$ cat config.mk
export PLATFORM = sky130hd
export DESIGN_NAME = wr_data_arbiter
export DESIGN_NICKNAME = d
export VERILOG_FILES = /design/src/rtl/wr_arb_pkg.sv /design/src/rtl/rr_pick.sv /design/src/rtl/wr_data_arbiter.sv
export SDC_FILE = /design/constraint.sdc
export NUM_CORES = 1
export LEC_CHECK = 0
export BUFFER_PORTS_ARGS = -buffer_cell sky130_fd_sc_hd__buf_2
export CORE_MARGIN = 10
export CORE_UTILIZATION = 44
export CTS_BUF_LIST = sky130_fd_sc_hd__clkbuf_2
export DETAILED_ROUTE_END_ITERATION = 12
export PLACE_DENSITY = 0.94
export SYNTH_ARGS = -nofsm -noshare
export SYNTH_HDL_FRONTEND = slang
export SYNTH_SLANG_ARGS = --single-unit
$ cat constraint.sdc
create_clock -name sys_clk -period 2.5 [get_ports sys_clk]
set_clock_uncertainty 0.1 [all_clocks]
set_input_delay 0.25 -clock sys_clk [delete_from_list [all_inputs] [get_ports sys_clk]]
set_output_delay 0.25 -clock sys_clk [all_outputs]
set_load 0.05 [all_outputs]
$ cat src/rtl/wr_arb_pkg.sv
// Shared types and helpers for the write-data arbiter family.
// Used by wr_data_arbiter and rr_pick.
package wr_arb_pkg;

    typedef enum logic [0:0] {
        ARB_IDLE  = 1'b0,
        ARB_BURST = 1'b1
    } arb_state_t;

    localparam logic ARB_MODE_RR    = 1'b0;
    localparam logic ARB_MODE_FIXED = 1'b1;

    // Width of a channel index; a single channel still needs one bit.
    function automatic int sel_width(input int num_ch);
        return (num_ch > 1) ? $clog2(num_ch) : 1;
    endfunction

endpackage

$ cat src/rtl/rr_pick.sv
// Combinational winner selection: round-robin from ptr, or fixed priority with
// channel 0 highest. The found flag is low when no channel is valid.
module rr_pick
    import wr_arb_pkg::*;
#(
    parameter int NUM_CH = 4,
    parameter int SEL_W  = sel_width(NUM_CH)
) (
    input  logic [NUM_CH-1:0] valid,
    input  logic [SEL_W-1:0]  ptr,
    input  logic              mode,
    output logic              found,
    output logic [SEL_W-1:0]  index
);

    always_comb begin
        int               cand;
        logic [SEL_W-1:0] cand_sel;
        // NOTE: every signal written here gets a default first, so no path can infer a latch.
        found    = 1'b0;
        index    = '0;
        cand     = 0;
        cand_sel = '0;
        // Walk from the lowest search offset last so the closest candidate wins.
        for (int k = NUM_CH - 1; k >= 0; k--) begin
            cand     = (mode == ARB_MODE_FIXED) ? k : (int'(ptr) + k) % NUM_CH;
            cand_sel = SEL_W'(cand);
            if (valid[cand_sel]) begin
                found = 1'b1;
                index = cand_sel;
            end
        end
    end

endmodule

$ cat src/rtl/wr_data_arbiter.sv
// N-channel write-data arbiter with burst-locked grants feeding one write FIFO.
// Define WR_ARB_STATS_EN to add the grant / stall statistics counters.
module wr_data_arbiter
    import wr_arb_pkg::*;
#(
    parameter int  NUM_CH    = 4,
    parameter int  DATA_W    = 32,
    parameter int  BURST_MAX = 8,
    localparam int SEL_W     = sel_width(NUM_CH)
) (
    input  logic                     sys_clk,
    input  logic                     sys_rst_n,
    input  logic                     arb_mode,
    input  logic [NUM_CH-1:0]        ch_valid,
    input  logic [NUM_CH-1:0]        ch_last,
    input  logic [NUM_CH*DATA_W-1:0] ch_data,
    output logic [NUM_CH-1:0]        ch_ready,
    input  logic                     fifo_afull,
    output logic                     fifo_push_n,
    output logic [DATA_W-1:0]        fifo_data,
    output logic [SEL_W-1:0]         grant_ch,
    output logic                     busy
`ifdef WR_ARB_STATS_EN
    ,
    output logic [NUM_CH*16-1:0]     stat_grants,
    output logic [15:0]              stat_stall_cycles
`endif
);

    localparam int CNT_W = $clog2(BURST_MAX + 1);

    arb_state_t       state, state_d;
    logic [SEL_W-1:0] rr_ptr;
    logic [CNT_W-1:0] beat_cnt;
    logic [DATA_W-1:0] ch_word [NUM_CH];
    logic             pick_found;
    logic [SEL_W-1:0] pick_idx;
    logic             xfer;
    logic             burst_end;

    for (genvar i = 0; i < NUM_CH; i++) begin : g_unpack
        assign ch_word[i] = ch_data[i*DATA_W +: DATA_W];
    end

    rr_pick #(
        .NUM_CH (NUM_CH),
        .SEL_W  (SEL_W)
    ) u_pick (
        .valid (ch_valid),
        .ptr   (rr_ptr),
        .mode  (arb_mode),
        .found (pick_found),
        .index (pick_idx)
    );

    assign busy = (state == ARB_BURST);

    always_comb begin
        state_d   = state;
        ch_ready  = '0;
        xfer      = 1'b0;
        burst_end = 1'b0;
        case (state)
            ARB_IDLE: begin
                if (pick_found) state_d = ARB_BURST;
            end
            ARB_BURST: begin
                // Ready drops combinationally with afull so at most one beat is ever in flight.
                ch_ready[grant_ch] = !fifo_afull;
                xfer      = ch_valid[grant_ch] && !fifo_afull;
                burst_end = xfer && (ch_last[grant_ch] || beat_cnt == CNT_W'(BURST_MAX - 1));
                if (burst_end) state_d = ARB_IDLE;
            end
            default: state_d = ARB_IDLE;
        endcase
    end

    always_ff @(posedge sys_clk or negedge sys_rst_n) begin
        if (!sys_rst_n) begin
            state       <= ARB_IDLE;
            rr_ptr      <= '0;
            beat_cnt    <= '0;
            grant_ch    <= '0;
            fifo_push_n <= 1'b1;
            fifo_data   <= '0;
        end else begin
            // NOTE: non-blocking assignments keep every register reading pre-edge values.
            state       <= state_d;
            fifo_push_n <= !xfer;
            if (xfer) fifo_data <= ch_word[grant_ch];
            if (state == ARB_IDLE && pick_found) grant_ch <= pick_idx;
            if (burst_end) begin
                beat_cnt <= '0;
                rr_ptr   <= (grant_ch == SEL_W'(NUM_CH - 1)) ? '0 : grant_ch + SEL_W'(1);
            end else if (xfer) begin
                beat_cnt <= beat_cnt + CNT_W'(1);
            end
        end
    end

`ifdef WR_ARB_STATS_EN
    logic [15:0] grant_cnt [NUM_CH];
    logic [15:0] stall_cnt;

    always_ff @(posedge sys_clk or negedge sys_rst_n) begin
        if (!sys_rst_n) begin
            // NOTE: the counter array is a handful of flops, so it is reset like any other register.
            for (int i = 0; i < NUM_CH; i++) grant_cnt[i] <= '0;
            stall_cnt <= '0;
        end else begin
            if (state == ARB_IDLE && pick_found && grant_cnt[pick_idx] != 16'hFFFF)
                grant_cnt[pick_idx] <= grant_cnt[pick_idx] + 16'd1;
            if (state == ARB_BURST && fifo_afull && stall_cnt != 16'hFFFF)
                stall_cnt <= stall_cnt + 16'd1;
        end
    end

    for (genvar i = 0; i < NUM_CH; i++) begin : g_stat
        assign stat_grants[i*16 +: 16] = grant_cnt[i];
    end
    assign stat_stall_cycles = stall_cnt;
`endif

endmodule

==> results by group <==
Drt
  – DRC viols: 0
  – Post-route ant nets: 0
  – Routed length per instance: between 20 and 25 um
  – Routed vias/inst: 5.41
  – DR iter-0 viols: 64
  – Drt first pass iters: 5
  – Via count: around 2400
  – Routed wire length: about 9000 um

Synth
  – Number of synthesized flops with an enable pin: 0
  – Number of synthesized register bits: 42
  – Async set-or-reset flop fraction in the synthesized netlist: 1.00
  – Cell Area, Synth: between 0.002 and 0.003 mm^2
  – Syn Area/Cell: roughly 14 um^2
  – Top FF cell, synth: dfrtp_1
  – Seq/Total Area, Yosys: 0.386
  – Cells after synthesis: about 190
  – Synthesized net count: around 340
  – Unique masters post-synth: 39
  – Synth warnings: 0

Power and ir drop
  – Leak: 1.80 nW
  – Pwr dens: between 1000 and 1500 mW/mm^2
  – Max IR drop VDD: just over 0.0008 V
  – PnR Total Power: roughly 4.9 mW

Floorplan
  – Initial core utilization: 0.458
  – Cell Rows: 28
  – Die ar.: 0.00975 mm^2
  – Chip width: 98.7 um
  – Core area: between 0.005 and 0.006 mm^2
  – Ports: 180
  – Die Ht: ~99 um

STA
  – Slew HR: 0.686
  – RSZ-0062 raised after global routing: no
  – Slew @ Worst Pin: 0.471 ns
  – WHS: roughly 0.10 ns
  – Hold Violations, Final: 0
  – Slew Viols, Final: 0
  – Fin crit period: 2.28 ns
  – Period Utilization, post-route: 0.913
  – Setup violators final: 0
  – Fin Setup TNS: 0 ns
  – FMAX: ~440 MHz

Critical path
  – CP Launch Type: flip-flop
  – Worst EP arrival: 1.93 ns
  – Worst R2R Path Depth: 5
  – R2r setup slk: a little under 0.3 ns
  – Reg-to-reg startpoint: grant_ch[0]
  – Reg2reg end: rr_ptr[1]
  – Worst-path fanout max: 27
  – CP Class: flip-flop to primary output
  – Crit. End Element: primary output
  – Critical Path RT: roughly 2.2 ns

Worst hold path
  – Hold Crit Start: ch_valid[3]
  – HP Class: primary input to flip-flop
  – Worst min-delay path endpoint: grant_ch[1]
  – Hold depth: 3

Cells and area
  – Commonest cells after routing, fill and taps aside: buf_2 (179), dfrtp_1 (39), mux2_2 (36)
  – # nets final: between 500 and 600
  – Commonest non-fill, non-tap cell in the layout: buf_2
  – Area Growth Syn to Fin: 39.0%
  – # diodes: 0
  – Final design utilization: 0.637
  – Proportion of layout cells with a drive suffix above 1: 0.720
  – Fill count: roughly 480

Clocking
  – Clock Path Buffers: 2
  – Worst-skew pair later-pin latency: 0.38 ns
  – CTS Buf Count: 5
  – CTS tree: yes
  – Num Clock Sinks: 42
  – Root Driver: clkbuf_2
  – Post-CTS setup buffers: 0
  – Register clock-pin slew on the reported worst setup and hold paths: approximately 0.20 ns
  – H-tree Lvls: 2

Global route
  – Total GRT Usage: 0.180
  – Global-route wire length before repair: between 10000 and 15000 um
  – Total grt overflow: 0
  – Largest net degree at the start of global routing: 30
  – Vias in the first global route: between 2000 and 3000
  – Initial antenna violation count: 0

Run
  – MaxCap Viol Count: 0

Placement
  – Detailed placer's ending HPWL: roughly 7700 um
  – Routability cong.: 0.832
  – # port buffers: around 180

Run status
  – Outcome: finished, final reports clean
stage by stage:
stage,std cells,setup slack [ns],cell area [um^2]
after floorplan,193,0.155,2730
after global placement,437,0.409,3690
after detailed placement,437,0.320,3690
after CTS,446,0.152,3790
after global routing,446,0.00313,3790
final,446,0.218,3790
cell usage after synthesis (all sizes together) (2+ instances only):
| cell type | number | share of area |
|---|---|---|
| nand3 | 2 | 0.0037 |
| nor2 | 6 | 0.0083 |
| and2 | 4 | 0.0092 |
| nor3 | 3 | 0.0055 |
| dfrtp | 41 | 0.38 |
| o21ai | 5 | 0.0092 |
| inv | 6 | 0.0083 |
| nand2 | 5 | 0.0069 |
| nand2b | 3 | 0.0069 |
| buf | 10 | 0.023 |
| a2bb2oi | 2 | 0.0064 |
| mux2 | 36 | 0.15 |
| ha | 5 | 0.023 |
| nor2b | 4 | 0.0092 |
| a21oi | 2 | 0.0037 |
| clkbuf | 6 | 0.0083 |
| mux4 | 34 | 0.28 |
logic make-up after synthesis:
logic type / synth area share
AOI/OAI and AO/OA: 0.0560
muxes: 0.429
and+or+nand+nor: 0.0661
adders and majority gates: 0.0229
DFF: 0.386
buffers and inverters: 0.0399
cell type report:
class,count,area (um^2),area share
inverters,6,22.5,0.00594
multi-input cells,129,1570,0.414
flip-flops and latches,42,1050,0.278
repair buffers,186,963,0.254
well taps,75,93.8,0.0247
clock buffers,5,25.0,0.00660
clock inverters,3,63.8,0.0168
registers in the layout (all words and copies together) (netlist names):
name,count
grant_ch,2
rr_ptr,2
busy,1
fifo_push_n,1
beat_cnt,4
fifo_data,32
worst max path at each step:
stage | start | slack [ns] | end | cells after the start
6_report | grant_ch[0] | 0.22 | ch_ready[0] | 5
5_1_grt | grant_ch[0] | 0.003 | ch_ready[0] | 5
4_1_cts | grant_ch[0] | 0.15 | ch_ready[0] | 5
3_5_place_dp | grant_ch[0] | 0.32 | rr_ptr[0] | 5
3_3_place_gp | grant_ch[0] | 0.41 | rr_ptr[0] | 5
2_1_floorplan | grant_ch[0] | 0.15 | fifo_data[16] | 6
where the power goes:
part	internal, mW	switching [mW]	leakage (nW)
Clock	0.266	0.215	0.0506
Combinational	1.25	1.96	1.26
Sequential	1.01	0.210	0.496
per-layer routing:
layer / part of all wire / routed length, um / GRT usage
met3: 0.096 / 871 / 0.0628
met2: 0.54 / 4890 / 0.337
met5: 0 / 0 / 0
met4: 0.014 / 129 / 0.0551
met1: 0.35 / 3130 / 0.184
critical path, stage by stage, from the launching register on:
cell and delay, ns:
dfrtp_2 0.43, buf_4 0.41, inv_1 0.14, ha_1 0.23
and2_1 0.13, buf_2 0.20
repair_timing:
action | in CTS | in global routing
hold buffers | 1 | 0
hold endpoints to repair | 17 | 0
endpoints found under the setup margin | 0 | 0
resized for setup | 0 | 0
Power figures use the tool's default switching activity.
